File: src/rtl/offchip_line_bridge_pkg.sv
// Shared configuration for the off-chip line bridge: line geometry and FSM state encodings.
package offchip_line_bridge_pkg;

  localparam int unsigned CacheLineSize = 16;
  localparam int unsigned BusWordBytes  = 4;

  typedef enum logic [1:0] {
    StIdle = 2'd0,
    StBeat = 2'd1,
    StDone = 2'd2
  } bridge_st_e;

endpackage

File: src/rtl/offchip_line_bridge.sv
// Splits one cache-line refill or writeback into single 32-bit beats on the external bus,
// with rising-edge request detection and one-deep pending flags per request type.
module offchip_line_bridge
  import offchip_line_bridge_pkg::*;
#(
  parameter int unsigned LINE_BYTES = CacheLineSize
) (
  input  logic                    clk,
  input  logic                    rst,
  input  logic [31:0]             line_addr,
  input  logic                    line_rd_en,
  input  logic                    line_wr_en,
  input  logic [LINE_BYTES*8-1:0] line_wdata,
  output logic [LINE_BYTES*8-1:0] line_rdata,
  output logic                    line_ready,
  output logic                    line_busy,
  output logic [31:0]             bus_addr,
  output logic                    bus_req,
  output logic                    bus_we,
  output logic [31:0]             bus_wdata,
  input  logic [31:0]             bus_rdata,
  input  logic                    bus_ack
);

  localparam int unsigned BEATS = LINE_BYTES / BusWordBytes;
  localparam int unsigned BeatW = (BEATS > 1) ? $clog2(BEATS) : 1;
  localparam logic [BeatW-1:0] LastBeat = BeatW'(BEATS - 1);
  localparam logic [31:0] LineMask = 32'(LINE_BYTES - 1);

  typedef logic [BEATS-1:0][31:0] line_t;

  bridge_st_e        state_q, state_d;
  logic [BeatW-1:0]  beat_q, beat_d;
  logic [31:0]       base_q, base_d;
  line_t             wline_q, wline_d;
  line_t             rline_q, rline_d;
  logic              job_wr_q, job_wr_d;
  logic              rd_q, wr_q;
  logic              rd_pend_q, rd_pend_d;
  logic              wr_pend_q, wr_pend_d;

  logic rd_rise, wr_rise, rd_req, wr_req, in_beat;

  assign rd_rise = line_rd_en & ~rd_q;
  assign wr_rise = line_wr_en & ~wr_q;
  assign rd_req  = rd_rise | rd_pend_q;
  assign wr_req  = wr_rise | wr_pend_q;

  always_comb begin
    state_d   = state_q;
    beat_d    = beat_q;
    base_d    = base_q;
    wline_d   = wline_q;
    rline_d   = rline_q;
    job_wr_d  = job_wr_q;
    // Any rise not consumed this cycle is remembered; a repeat while pending is absorbed.
    rd_pend_d = rd_pend_q | rd_rise;
    wr_pend_d = wr_pend_q | wr_rise;

    unique case (state_q)
      StIdle: begin
        if (wr_req) begin
          state_d   = StBeat;
          job_wr_d  = 1'b1;
          base_d    = line_addr & ~LineMask;
          wline_d   = line_wdata;
          beat_d    = '0;
          wr_pend_d = 1'b0;
        end else if (rd_req) begin
          state_d   = StBeat;
          job_wr_d  = 1'b0;
          base_d    = line_addr & ~LineMask;
          beat_d    = '0;
          rd_pend_d = 1'b0;
        end
      end
      StBeat: begin
        if (bus_ack) begin
          if (!job_wr_q) begin
            rline_d[beat_q] = bus_rdata;
          end
          if (beat_q == LastBeat) begin
            state_d = StDone;
          end else begin
            beat_d = beat_q + 1'b1;
          end
        end
      end
      StDone: begin
        state_d = StIdle;
      end
      default: begin
        state_d = StIdle;
      end
    endcase
  end

  always_ff @(posedge clk or negedge rst) begin
    if (!rst) begin
      state_q   <= StIdle;
      beat_q    <= '0;
      base_q    <= '0;
      wline_q   <= '0;
      rline_q   <= '0;
      job_wr_q  <= 1'b0;
      rd_q      <= 1'b0;
      wr_q      <= 1'b0;
      rd_pend_q <= 1'b0;
      wr_pend_q <= 1'b0;
    end else begin
      state_q   <= state_d;
      beat_q    <= beat_d;
      base_q    <= base_d;
      wline_q   <= wline_d;
      rline_q   <= rline_d;
      job_wr_q  <= job_wr_d;
      rd_q      <= line_rd_en;
      wr_q      <= line_wr_en;
      rd_pend_q <= rd_pend_d;
      wr_pend_q <= wr_pend_d;
    end
  end

  // Bus outputs decode straight from registered state, so they hold steady across wait cycles.
  assign in_beat    = (state_q == StBeat);
  assign bus_req    = in_beat;
  assign bus_we     = in_beat & job_wr_q;
  assign bus_addr   = in_beat ? (base_q + {{(30 - BeatW){1'b0}}, beat_q, 2'b00}) : 32'h0;
  assign bus_wdata  = in_beat ? wline_q[beat_q] : 32'h0;
  assign line_ready = (state_q == StDone);
  assign line_busy  = (state_q != StIdle);
  assign line_rdata = rline_q;

endmodule

File: config.mk
export PLATFORM = sky130hd
export DESIGN_NAME = offchip_line_bridge
export DESIGN_NICKNAME = d
export VERILOG_FILES = /design/src/rtl/offchip_line_bridge_pkg.sv /design/src/rtl/offchip_line_bridge.sv
export SDC_FILE = /design/constraint.sdc
export NUM_CORES = 1
export LEC_CHECK = 0
export BUFFER_PORTS_ARGS = -buffer_cell sky130_fd_sc_hd__buf_2
export CAP_MARGIN = 20
export CORE_MARGIN = 4
export CORE_UTILIZATION = 45
export DETAILED_ROUTE_END_ITERATION = 8
export GPL_ROUTABILITY_DRIVEN = 0
export PLACE_DENSITY = 0.72
export SYNTH_ARGS = -nofsm -noshare
export SYNTH_HDL_FRONTEND = slang
export SYNTH_SLANG_ARGS = --single-unit
export TNS_END_PERCENT = 100
File: constraint.sdc
create_clock -name clk -period 5.5 [get_ports clk]
set_input_delay 0.275 -clock clk [delete_from_list [all_inputs] [get_ports clk]]
set_output_delay 0.275 -clock clk [all_outputs]
set_load 0.01 [all_outputs]
## Word-level counts from Yosys, hierarchy flattened

Index checks and enable logic that the tools add are counted.

| cells by class | value |
|---|---|
| add/subtract/negate cells | 2 |
| $lt $le $gt $ge | 2 |
| eq/ne operators | 7 |
| mux-type cells | 24 |
| bitwise operators | 8 |
| reductions and logical operators | 10 |

Operators with widths:

| cell | count |
|---|---|
| two-way mux 32 bit | 6 |
| bitwise mux 128 bit | 1 |
| binary-select mux 32 bit (select 2 bit) | 1 |
| demux 32 bit (select 2 bit) | 1 |
| adder 32 x 4 -> 32 bit | 1 |
| two-way mux 2 bit | 8 |
| case mux 2 bit (2 select lines) | 2 |
| AND reduction 3 bit | 2 |
| nonzero test 2 bit | 3 |
| two-way mux 1 bit | 5 |
| == test 2 bit, second input constant | 2 |
| inequality test 2 bit, second input constant | 2 |
| AND reduction 2 bit | 2 |
| AND reduction 4 bit | 1 |
| bitwise AND 1 bit | 3 |
| < comparator 2 x 3 -> 1 bit, second input constant | 1 |
| inequality test 3 bit, second input constant | 1 |
| NOT 1 bit | 3 |
| adder 2 x 1 -> 2 bit, second input constant | 1 |
| == test 2 x 1 -> 1 bit, second input constant | 1 |
| greater-or-equal comparator 2 x 1 -> 1 bit, second input constant | 1 |
| zero test 2 bit | 1 |
| inequality test 2 x 1 -> 1 bit, second input constant | 1 |
| bitwise OR 1 bit | 2 |
| logical AND 1 bit | 1 |

| word-level totals | value |
|---|---|
| register bits | 297 |
| input bits | 197 |

## Longest topological paths before layout

Gate-level depths: netlist of run 1.

| depth | value |
|---|---|
| depth in word-level cells | 6 |
| gate-level depth with buffers | 8 |
| depth with buffers taken out | 5 |

## Least setup slack after synthesis of run 1

No wires, ideal clock.

| timing path | value |
|---|---|
| path type | reg2reg |
| start point | register beat_q[0] |
| end point | register rline_q, in the netlist line_rdata[68] |
| library setup time | 0.128 ns |
| data arrival time | 1.900 ns |
| required time | 5.372 ns |
| setup slack | 3.473 ns |
| cell stages (with the launch flop) | 9 |
| path buffers | 4 |
| cells stage by stage | dfrtp_1 buf_2 buf_2 inv_1 ha_1 and4b_1 clkbuf_2 buf_4 mux2_1 |

| between the ends | value |
|---|---|
| word-level cells in the longest chain between the ends | 5 |

Ends and longest elaborated chain:

| what | line | text |
|---|---|---|
| start, declared | offchip_line_bridge.sv:33 | `logic [BeatW-1:0] beat_q, beat_d;` |
| start signal, assigned | offchip_line_bridge.sv:112 | `beat_q <= beat_d;` |
| < comparator 2 x 3 -> 1 bit (not written as such) or greater-or-equal comparator 2 x 1 -> 1 bit (tied branches) | offchip_line_bridge.sv:80 | `rline_d[beat_q] = bus_rdata;` |
| logical AND 1 bit (not written as such) | offchip_line_bridge.sv:80 |  |
| two-way mux 32 bit (not written as such) | offchip_line_bridge.sv:80 |  |
| demux 32 bit (select 2 bit) (*) | offchip_line_bridge.sv:80 |  |
| bitwise mux 128 bit (*) | offchip_line_bridge.sv:80 |  |
| end signal, assigned | offchip_line_bridge.sv:115 | `rline_q <= rline_d;` |
| end, declared | offchip_line_bridge.sv:36 | `line_t rline_q, rline_d;` |

Mark *: on every way between the ends. The rest lies on a longest branch, timed or not.
A chain may end at the register's enable or synchronous reset.

## Worst setup path after layout of run 1

| timing path | value |
|---|---|
| start point | register beat_q[1] |
| end point | register rline_q, in the netlist line_rdata[72] |

Same word-level chain as after synthesis.

==> results.ini, run 1 <==
[setup_path]
startpoint_type=flop
cp_data_required_time_ns=5.92
worst_setup_path_end_kind=flop
arrival_ns=3.39
cp_max_fo=35
criticalPathCategory=reg2reg
ff2ff_path_depth=4

[floorplanning]
coreArea_sq_mm=0.0264
die_h_um=172
dieArea_sq_mm=0.0297
ios=393
rows=59
die-width_um=172
start_util=0.462

[timing]
final_hold_viol_count=0
slew_viol_final=0
period_share=0.539
rsz0062_at_grt=no
worst_pin_slew_ns=1.01
fin_worst_skew_ns=0.0106
setup_violations=0
slew_headroom=0.325
setup_tns_ns=0
max_freq_mhz=337
fin_crit_ns=2.96

[yosys]
synth.yosys.warnings=0
synth_top_area_cell=dfrtp_1
synthCells=758
synth_area_leaders=dfrtp_1 (60%), mux2_2 (26%), mux4_2 (5.9%)
ys_seq_elements=293
ys_seq_area_frac=0.602
netlist_area_sq_mm=0.0122
synth_cell_types=28
netlist.area_leader.share=0.602
syn_area_per_cell_sq_um=16.1

[finish]
layout-drive-gt1-share=0.569
fin_nets=1528
syn_to_final_growth_pct=41.7
utilization=0.655

[pwr]
powerDensity_mw_per_mm2=581
ir_drop_mv=0.428
leakage_uw=0.00817
total_power_uw=10000

[grt]
grt_pass1_wl_mm=51.1
grt_max_degree=141
antenna_found_initial=5
grt_pass1_vias=9457
grt_overflow=0
grt_usage=0.218

[routing]
vias=8486
drtPass1Iterations=4
routedWlPerCell_um=19.7
viasPerCell=5.03
ant_nets=0
initialDrtViolationCount=363
drc=0
wl_mm=33.2

[placed_design]
hpwlAfterDp_mm=21.2
portBuffers=386

[cts]
root_buffer=clkbuf_16
numCtsBuffers=31
cts.path.max_buffers=3
htreeDepth=1
clkTransAtPathRegs_ns=0.06
clk-insertion-delay-late_ns=0.55
cts_tree=yes
cts_resized=0
cts_setup_buffers=0
cts.sinks=293

[run_status]
status=finished, final reports clean

[job]
max_cap_viol_count=0

[hold_path]
holdCritPathClass=in2reg
hold_depth=2

[cells in the mapped netlist, drive strengths merged]
library cell	count
a21oi	2
clkbuf	13
buf	34
mux2	284
ha	4
inv	6
and2	61
a21boi	1
and4b	1
dfrtp	293
nand2	9
o21ai	1
nor2b	1
a22o	2
nor2	6
conb	1
mux2i	1
nand2b	2
nor3b	1
o31ai	1
mux4	32
a21o	2
[worst max-delay path, stage by stage, from the launching register on]
cell and delay (ns):
dfrtp_2 1.03, ha_1 0.28, and4b_1 0.72, buf_4 0.42, mux2_2 0.38
[timing repair]
action,4_1_cts,5_1_grt
hold buffers,186,0
setup endpoints to repair,0,0
endpoints found under the hold margin,355,0
[layout make-up]
| cell class | count | area (sq um) |
|---|---|---|
| inverter | 6 | 22.5 |
| timing repair buffer | 582 | 3890 |
| clock buffer | 47 | 946 |
| clock inverter | 5 | 81.3 |
| sequential | 293 | 7330 |
| multi-input combinational | 413 | 4540 |
| fill | 1863 | 9100 |
| antenna | 6 | 15.0 |
| tap | 335 | 419 |
[cell usage in the layout, fill, tap and decap left out, types with 4 or more instances in the layout]
master	Yosys	routed
diode_2	0	6
mux2_2	283	283
dlygate4sd3_1	0	186
ha_1	4	4
inv_1	6	5
and2_1	61	61
nor2_1	5	5
mux4_2	32	32
nand2_1	9	8
buf_4	5	9
dfrtp_1	293	291
buf_2	20	385
clkbuf_1	12	5
clkbuf_16	0	31
clkbuf_8	0	11
[layer usage]
layer  global-route usage  vias up  wire length (um)
met1                0.260     4234             12800
met2                0.382      335             16900
met3               0.0542       74              2460
li1                     -     3843                 -
met5                    0        -                 0
met4               0.0786        0              1070
[flip-flops by register name, indices dropped and copies added, names as in the netlist]
signal	cells
state_q	2
base_q	28
wline_q	128
rd_q	1
line_rdata	128
wr_pend_q	1
wr_q	1
job_wr_q	1
rd_pend_q	1
beat_q	2
[report_power, final]
part | internal [uW] | switching (uW)
logic | 2280 | 1830
registers | 3240 | 586
clock network | 1260 | 827
total | 6780 | 3250
[logic make-up after synthesis]
family	synth area share
other cells	0.000308
flops	0.602
buf+inv	0.0256
simple gates	0.0398
mux	0.323
fa+ha+maj	0.00411
compound gates	0.00514
[stage by stage]
| step | std cells | worst slack, ns | hold WS, ns | area [sq um] |
|---|---|---|---|---|
| 6_report | 1687 | 2.54 | 0.0278 | 17300 |
| 5_1_grt | 1686 | 2.41 | 0.00841 | 17300 |
| 4_1_cts | 1681 | 2.49 | 0.000809 | 17200 |
| 3_5_place_dp | 1443 | 2.50 | 0.351 | 14400 |
| 3_3_place_gp | 1443 | 2.49 | 0.346 | 14400 |
| 2_1_floorplan | 759 | 3.47 | -0.0206 | 12200 |
[final timing paths]
check                                from              end  slack (ns)
max                             beat_q[1]   line_rdata[72]        2.54
min                         bus_rdata[14]  line_rdata[110]        0.03
max reg2reg                     beat_q[1]   line_rdata[72]        2.54
min reg2reg                line_rdata[68]   line_rdata[68]        0.48
min in group asynchronous             rst    line_rdata[5]        0.32
max in group asynchronous             rst        beat_q[0]        3.93
(Power assumes the default switching activity.)
==> run 2: changes to the inputs <==
--- a/config.mk
+++ b/config.mk
@@ -5,6 +5,7 @@
 export SDC_FILE = /design/constraint.sdc
 export NUM_CORES = 1
 export LEC_CHECK = 0
+export ABC_AREA = 1
 export BUFFER_PORTS_ARGS = -buffer_cell sky130_fd_sc_hd__buf_2
 export CAP_MARGIN = 20
 export CORE_MARGIN = 4
==> constraint.sdc (replaced) <==
create_clock -name clk -period 3.1 [get_ports clk]
set_input_delay 0.155 -clock clk [delete_from_list [all_inputs] [get_ports clk]]
set_output_delay 0.155 -clock clk [all_outputs]
set_load 0.01 [all_outputs]
==> results.ini, run 2 <==
[pwr]
clock_power_share=0.218  ; +0.010
p_switching_uw=7370  ; +130%
ir_drop_mv=0.469  ; +9.7%
seqPwrFrac=0.361  ; -0.021
p_sw_frac=0.409  ; +0.0850
comb_power_share=0.421  ; +0.011
powerDensity_mw_per_mm2=1030  ; +77%
leakage_uw=0.00930  ; +14%
p_int_uw=10700  ; +57%

[floorplanning]
dieArea_sq_mm=0.0304  ; +2.2%
coreArea_sq_mm=0.0271  ; +2.8%
start_util=0.460  ; -0.00239
die-width_um=174  ; +1.1%
ios=393  ; unchanged
die_h_um=174  ; +1.1%
rows=60  ; +1.7%

[hold_path]
holdCritPathClass=in2async

[timing]
max_freq_mhz=387
rsz0062_at_grt=no
fin_crit_ns=2.58
period_share=0.833
fin_worst_skew_ns=0.0151  ; +0.00448 ns
whs_ns=0.241  ; +0.214 ns
slew_headroom=0.236  ; -0.0895
worst_pin_slew_ns=1.15  ; +0.134 ns
slew_viol_final=0  ; unchanged
setup_tns_ns=0  ; unchanged
setup_violations=0  ; unchanged
final_hold_viol_count=0  ; unchanged

[yosys]
synth_ff_type=dfrtp_1
netlist_area_sq_mm=0.0125  ; +2.3%
synth_most_common_cell=nand2_1
ys_seq_elements=293  ; unchanged
synthCells=1458  ; +92%
synth_area_leaders=dfrtp_1 (59%), nand2_1 (13%), o21ai_1 (5.2%)
netlist.area_leader.share=0.589  ; -0.0136
synth_common_cells=nand2_1 (421), dfrtp_1 (293), nor2_1 (163)
syn_area_per_cell_sq_um=8.54  ; -47%
synth_top_area_cell=dfrtp_1
synth.yosys.warnings=0  ; unchanged
synth_edf_count=0  ; unchanged
synth_cell_types=24  ; -14%
ys_seq_area_frac=0.589  ; -0.0136
synthArstFlopShare=1.00  ; unchanged

[routing]
ant_nets=0  ; unchanged
drc=0  ; unchanged
viasPerCell=5.20  ; +3.3%
vias=12400  ; +46%
initialDrtViolationCount=1248  ; +240%
wl_mm=42.2  ; +27%
routedWlPerCell_um=17.7  ; -10%
drtPass1Iterations=7  ; +3

[grt]
grt_pass1_vias=12400  ; +31%
grt_max_degree=130  ; -7.8%
met2_usage=0.446  ; +0.0637
grt_usage=0.266  ; +0.0487
grt_use_met1=0.338  ; +0.0785
antenna_found_initial=7  ; +2
busiest_layer=met2
met3_usage=0.0533  ; -0.000900
grt_overflow=0  ; unchanged
grt_pass1_wl_mm=66.4  ; +30%

[setup_path]
crit_top_cell=nor2_1
crit_chain=buf_4 > nor2_1 > nor2_1 > o21ai_0 > a21oi_1 > buf_2
rrSetupSlack_ns=0.81  ; -1.73 ns
cp_data_required_time_ns=2.94  ; -2.98 ns
startpoint_type=flop
reg2reg_to=line_rdata[108]
cp_num_buf_inv=2  ; +1
arrival_ns=2.43  ; -0.96 ns
criticalPathCategory=reg2out
cp_max_fo=68  ; +94%
cpPeakStageDelay_ns=0.62  ; -0.41 ns
crit_slowest_cell=buf_4
worst_setup_path_end_kind=output pin
reg2reg_from=beat_q[0]
ff2ff_path_depth=5  ; +1
cpLargestDelayFamily=buffers and inverters

[cts]
cts_setup_buffers=0  ; unchanged
numCtsBuffers=31  ; unchanged
htreeDepth=1  ; unchanged
root_buffer=clkbuf_16
cts.path.max_buffers=3  ; unchanged
clk-insertion-delay-late_ns=0.55  ; about the same
clkTransAtPathRegs_ns=0.06  ; about the same
cts_tree=yes
cts.sinks=293  ; unchanged

[finish]
fin_area_sq_mm=0.0176  ; +1.7%
layout.cells.non_filler=2386  ; +41%
fin_nets=2185  ; +43%
utilization=0.648  ; -0.00696
most-common-layout-cells=nand2_1 (419), buf_2 (385), dfrtp_1 (292)
syn_to_final_growth_pct=41.0
layout-drive-gt1-share=0.235  ; -0.334
final_common_cell=nand2_1

[placed_design]
placed_area_sq_mm=0.0145  ; +1.2%
hpwlAfterDp_mm=25.3  ; +20%
placed_cells=2131  ; +48%
portBuffers=386  ; unchanged

[run_status]
status=finished, final reports clean

[job]
max_cap_viol_count=0  ; unchanged

[run 2: changes by cell type in the layout (fill, tap and decap cells not counted), moves of 93 or more]
cell and delta:
nand3_1 +129, mux2_2 -283, o21ai_1 +129, nor2_1 +158, o21ai_0 +93, nand2_1 +411
[run 2: worst reg2reg max path, delay by kind of cell (launching register included)]
family | cells | cell delay, ns
AND/OR/NAND/NOR | 2 | 0.65
adder cells (fa/ha/maj) | 1 | 0.39
flip-flops | 1 | 0.36
buffers and inverters | 1 | 0.62
AO/OA/AOI/OAI | 1 | 0.10
[run 2: timing repair]
action,CTS,global route
hold endpoints to repair,377,0
hold buffers,192,0
resized for setup,0,0
[run 2: worst max-delay path by stage]
stage	startpoint	to	slack, ns	cells past startpoint
CTS	beat_q[0]	bus_wdata[22]	0.56	6
global route	beat_q[0]	bus_wdata[23]	0.39	6
detailed placement	beat_q[0]	line_rdata[126]	0.89	5
finish	beat_q[0]	bus_wdata[23]	0.52	6
floorplan	beat_q[0]	line_rdata[10]	1.37	8
global placement	beat_q[0]	line_rdata[119]	0.92	5
[run 2: kinds of logic after synthesis]
logic type,share of synthesized area
other,0.000301
flip-flops,0.589
buffers and inverters,0.0668
AO/OA/AOI/OAI,0.104
AND/OR/NAND/NOR,0.236
adder cells (fa/ha/maj),0.00402
[run 2: power by group through the flow]
stage,logic [uW],registers [uW],clock network (uW)
after CTS,7480,6440,4010
after global placement,7090,6440,0
after global routing,8390,6670,4170
after floorplan,4180,6710,0
final,7580,6500,3940
after detailed placement,7250,6490,0
[run 2: area by class of cell]
| cell class | count | area [sq um] |
|---|---|---|
| fillers | 2096 | 9550 |
| multi-input cells | 989 | 4320 |
| repair buffers | 594 | 4030 |
| inverters | 75 | 282 |
| flip-flops and latches | 293 | 7330 |
| well taps | 372 | 465 |
| clock inverters | 19 | 250 |
| clock buffers | 37 | 848 |
| diodes | 7 | 17.5 |
[run 2: through the flow]
stage / power (uW) / setup slack (ns)
floorplan: 10900 / 1.37
global placement: 13500 / 0.918
finish: 18000 / 0.518
CTS: 17900 / 0.556
global route: 19200 / 0.393
detailed placement: 13700 / 0.894
[run 2: metal layers]
metal,vias to the layer above,wire length [um]
met5,-,0
met3,125,3680
li1,5726,-
met2,688,20300
met1,5860,16400
met4,0,1830
==> run 3: changes to the inputs <==
--- a/config.mk
+++ b/config.mk
@@ -12,7 +12,7 @@
 export CORE_UTILIZATION = 45
 export DETAILED_ROUTE_END_ITERATION = 8
 export GPL_ROUTABILITY_DRIVEN = 0
-export PLACE_DENSITY = 0.72
+export PLACE_DENSITY = 0.75
 export SYNTH_ARGS = -nofsm -noshare
 export SYNTH_HDL_FRONTEND = slang
 export SYNTH_SLANG_ARGS = --single-unit
==> constraint.sdc (replaced) <==
create_clock -name clk -period 2.3 [get_ports clk]
set_input_delay 0.115 -clock clk [delete_from_list [all_inputs] [get_ports clk]]
set_output_delay 0.115 -clock clk [all_outputs]
set_load 0.01 [all_outputs]
==> results.ini, run 3 (synthesis results as in run 2) <==
[routing]
routedWlPerCell_um=17.9  ; +1.4%
wl_mm=42.8  ; +1.4%
drtPass1Iterations=6  ; -1
ant_nets=0  ; unchanged
viasPerCell=5.27  ; +1.5%
drc=0  ; unchanged
vias=12600  ; +1.5%
initialDrtViolationCount=1199  ; -3.9%

[floorplanning]
dieArea_sq_mm=0.0304  ; unchanged
ios=393  ; unchanged
start_util=0.460  ; unchanged
die-width_um=174  ; unchanged
coreArea_sq_mm=0.0271  ; unchanged
die_h_um=174  ; unchanged
rows=60  ; unchanged

[setup_path]
worst_setup_path_end_kind=output pin
arrival_ns=2.12  ; -0.31 ns
cpPeakStageDelay_ns=0.49  ; -0.13 ns
criticalPathCategory=reg2out
cp_max_fo=32  ; -53%
crit_chain=bufbuf_16 > nor2_1 > nor2_1 > o21ai_0 > a21oi_1 > buf_2
startpoint_type=flop
crit_top_cell=nor2_1
cpLargestDelayFamily=buffers and inverters
cp_data_required_time_ns=2.18  ; -0.76 ns
cp_num_buf_inv=2  ; unchanged
crit_slowest_cell=dfrtp_2

[cts]
cts_tree=yes
htreeDepth=1  ; unchanged
clk-insertion-delay-late_ns=0.56  ; about the same
cts.sinks=293  ; unchanged
numCtsBuffers=31  ; unchanged
clkTransAtPathRegs_ns=0.06  ; about the same
cts.path.max_buffers=3  ; unchanged
root_buffer=clkbuf_16

[pwr]
leakage_uw=0.00934  ; +0.39%
p_sw_frac=0.414  ; +0.00518
seqPwrFrac=0.366  ; +0.005
clock_power_share=0.199  ; -0.019
comb_power_share=0.435  ; +0.014
ir_drop_mv=0.887  ; +89%
powerDensity_mw_per_mm2=1370  ; +34%
p_int_uw=14100  ; +33%
p_switching_uw=9990  ; +36%

[timing]
fin_worst_skew_ns=0.0232  ; +0.00810 ns
fin_ws_ns=0.0634  ; -0.454 ns
rsz0062_at_grt=yes
whs_ns=0.124  ; -0.118 ns
setup_violations=0  ; unchanged
final_hold_viol_count=0  ; unchanged
max_freq_mhz=447
slew_viol_final=0  ; unchanged
slew_headroom=0.498  ; +0.262
fin_crit_ns=2.24
worst_pin_slew_ns=0.753  ; -0.394 ns
period_share=0.972
setup_tns_ns=0  ; unchanged

[placed_design]
placed_area_sq_mm=0.0146  ; +0.47%
hpwlAfterDp_mm=24.7  ; -2.7%
portBuffers=386  ; unchanged
pre_cts_ws_ns=0.308  ; -0.586 ns

[hold_path]
holdCritPathClass=in2async

[finish]
syn_to_final_growth_pct=41.0  ; about the same
fin_nets=2192  ; +0.32%
most-common-layout-cells=nand2_1 (419), buf_2 (385), dfrtp_1 (292)
layout-drive-gt1-share=0.236  ; +0.00140
fin_area_sq_mm=0.0176  ; about the same
final_common_cell=nand2_1

[grt]
grt_pass1_wl_mm=68.1  ; +2.5%
grt_pass1_vias=12700  ; +2.3%
antenna_found_initial=3  ; -4
grt_overflow=0  ; unchanged
grt_max_degree=130  ; unchanged
grt_usage=0.272  ; +0.00604

[run_status]
status=finished, final reports clean

[job]
max_cap_viol_count=0  ; unchanged

run 3: worst paths after layout:
kind	depth (start not counted)	slack (ns)	endpoint	from
hold reg to reg	2	0.47	wline_q[126]	wline_q[126]
hold / removal	2	0.12	wline_q[88]	rst
setup / recovery	6	0.06	bus_wdata[0]	beat_q[0]
setup reg to reg	6	0.26	line_rdata[28]	state_q[1]
max in group asynchronous	3	1.31	line_rdata[5]	rst
min in group clk	2	0.28	wr_q	line_wr_en
run 3: power groups by stage:
stage | sequential [uW] | combinational [uW] | clock (uW)
2_1_floorplan | 9050 | 5640 | 0
3_3_place_gp | 8700 | 9600 | 0
3_5_place_dp | 8780 | 9800 | 0
4_1_cts | 8740 | 10200 | 4880
5_1_grt | 9060 | 11600 | 5080
6_report | 8830 | 10500 | 4800
run 3: what timing repair did:
action,in CTS,in global routing
hold endpoints to repair,359,0
endpoints found under the setup margin,31,37
hold buffers,192,0
resized for setup,2,2
setup buffers,0,1
gates cloned,1,1
pin swaps,0,0
run 3: layout make-up:
class | count | area, sq um
Timing Repair Buffer | 601 | 4170
Fill cell | 2020 | 9540
Clock buffer | 41 | 873
Clock inverter | 13 | 100
Multi-Input combinational cell | 989 | 4330
Antenna cell | 3 | 7.51
Tap cell | 372 | 465
Sequential cell | 293 | 7330
Inverter | 75 | 283
run 3: metal layers:
metal	global-route usage	wire [um]	share of wire
met5	0	0	0
met4	0.114	2030	0.048
met3	0.0522	3730	0.087
met2	0.454	20300	0.47
met1	0.350	16700	0.39
run 3: through the flow:
step                utilization  power (uW)  cells
finish                    0.648       24100   2387
global route              0.648       25800   2387
CTS                       0.646       23800   2382
detailed placement        0.538       18600   2135
global placement          0.538       18300   2135
floorplan                     -       14700   1459
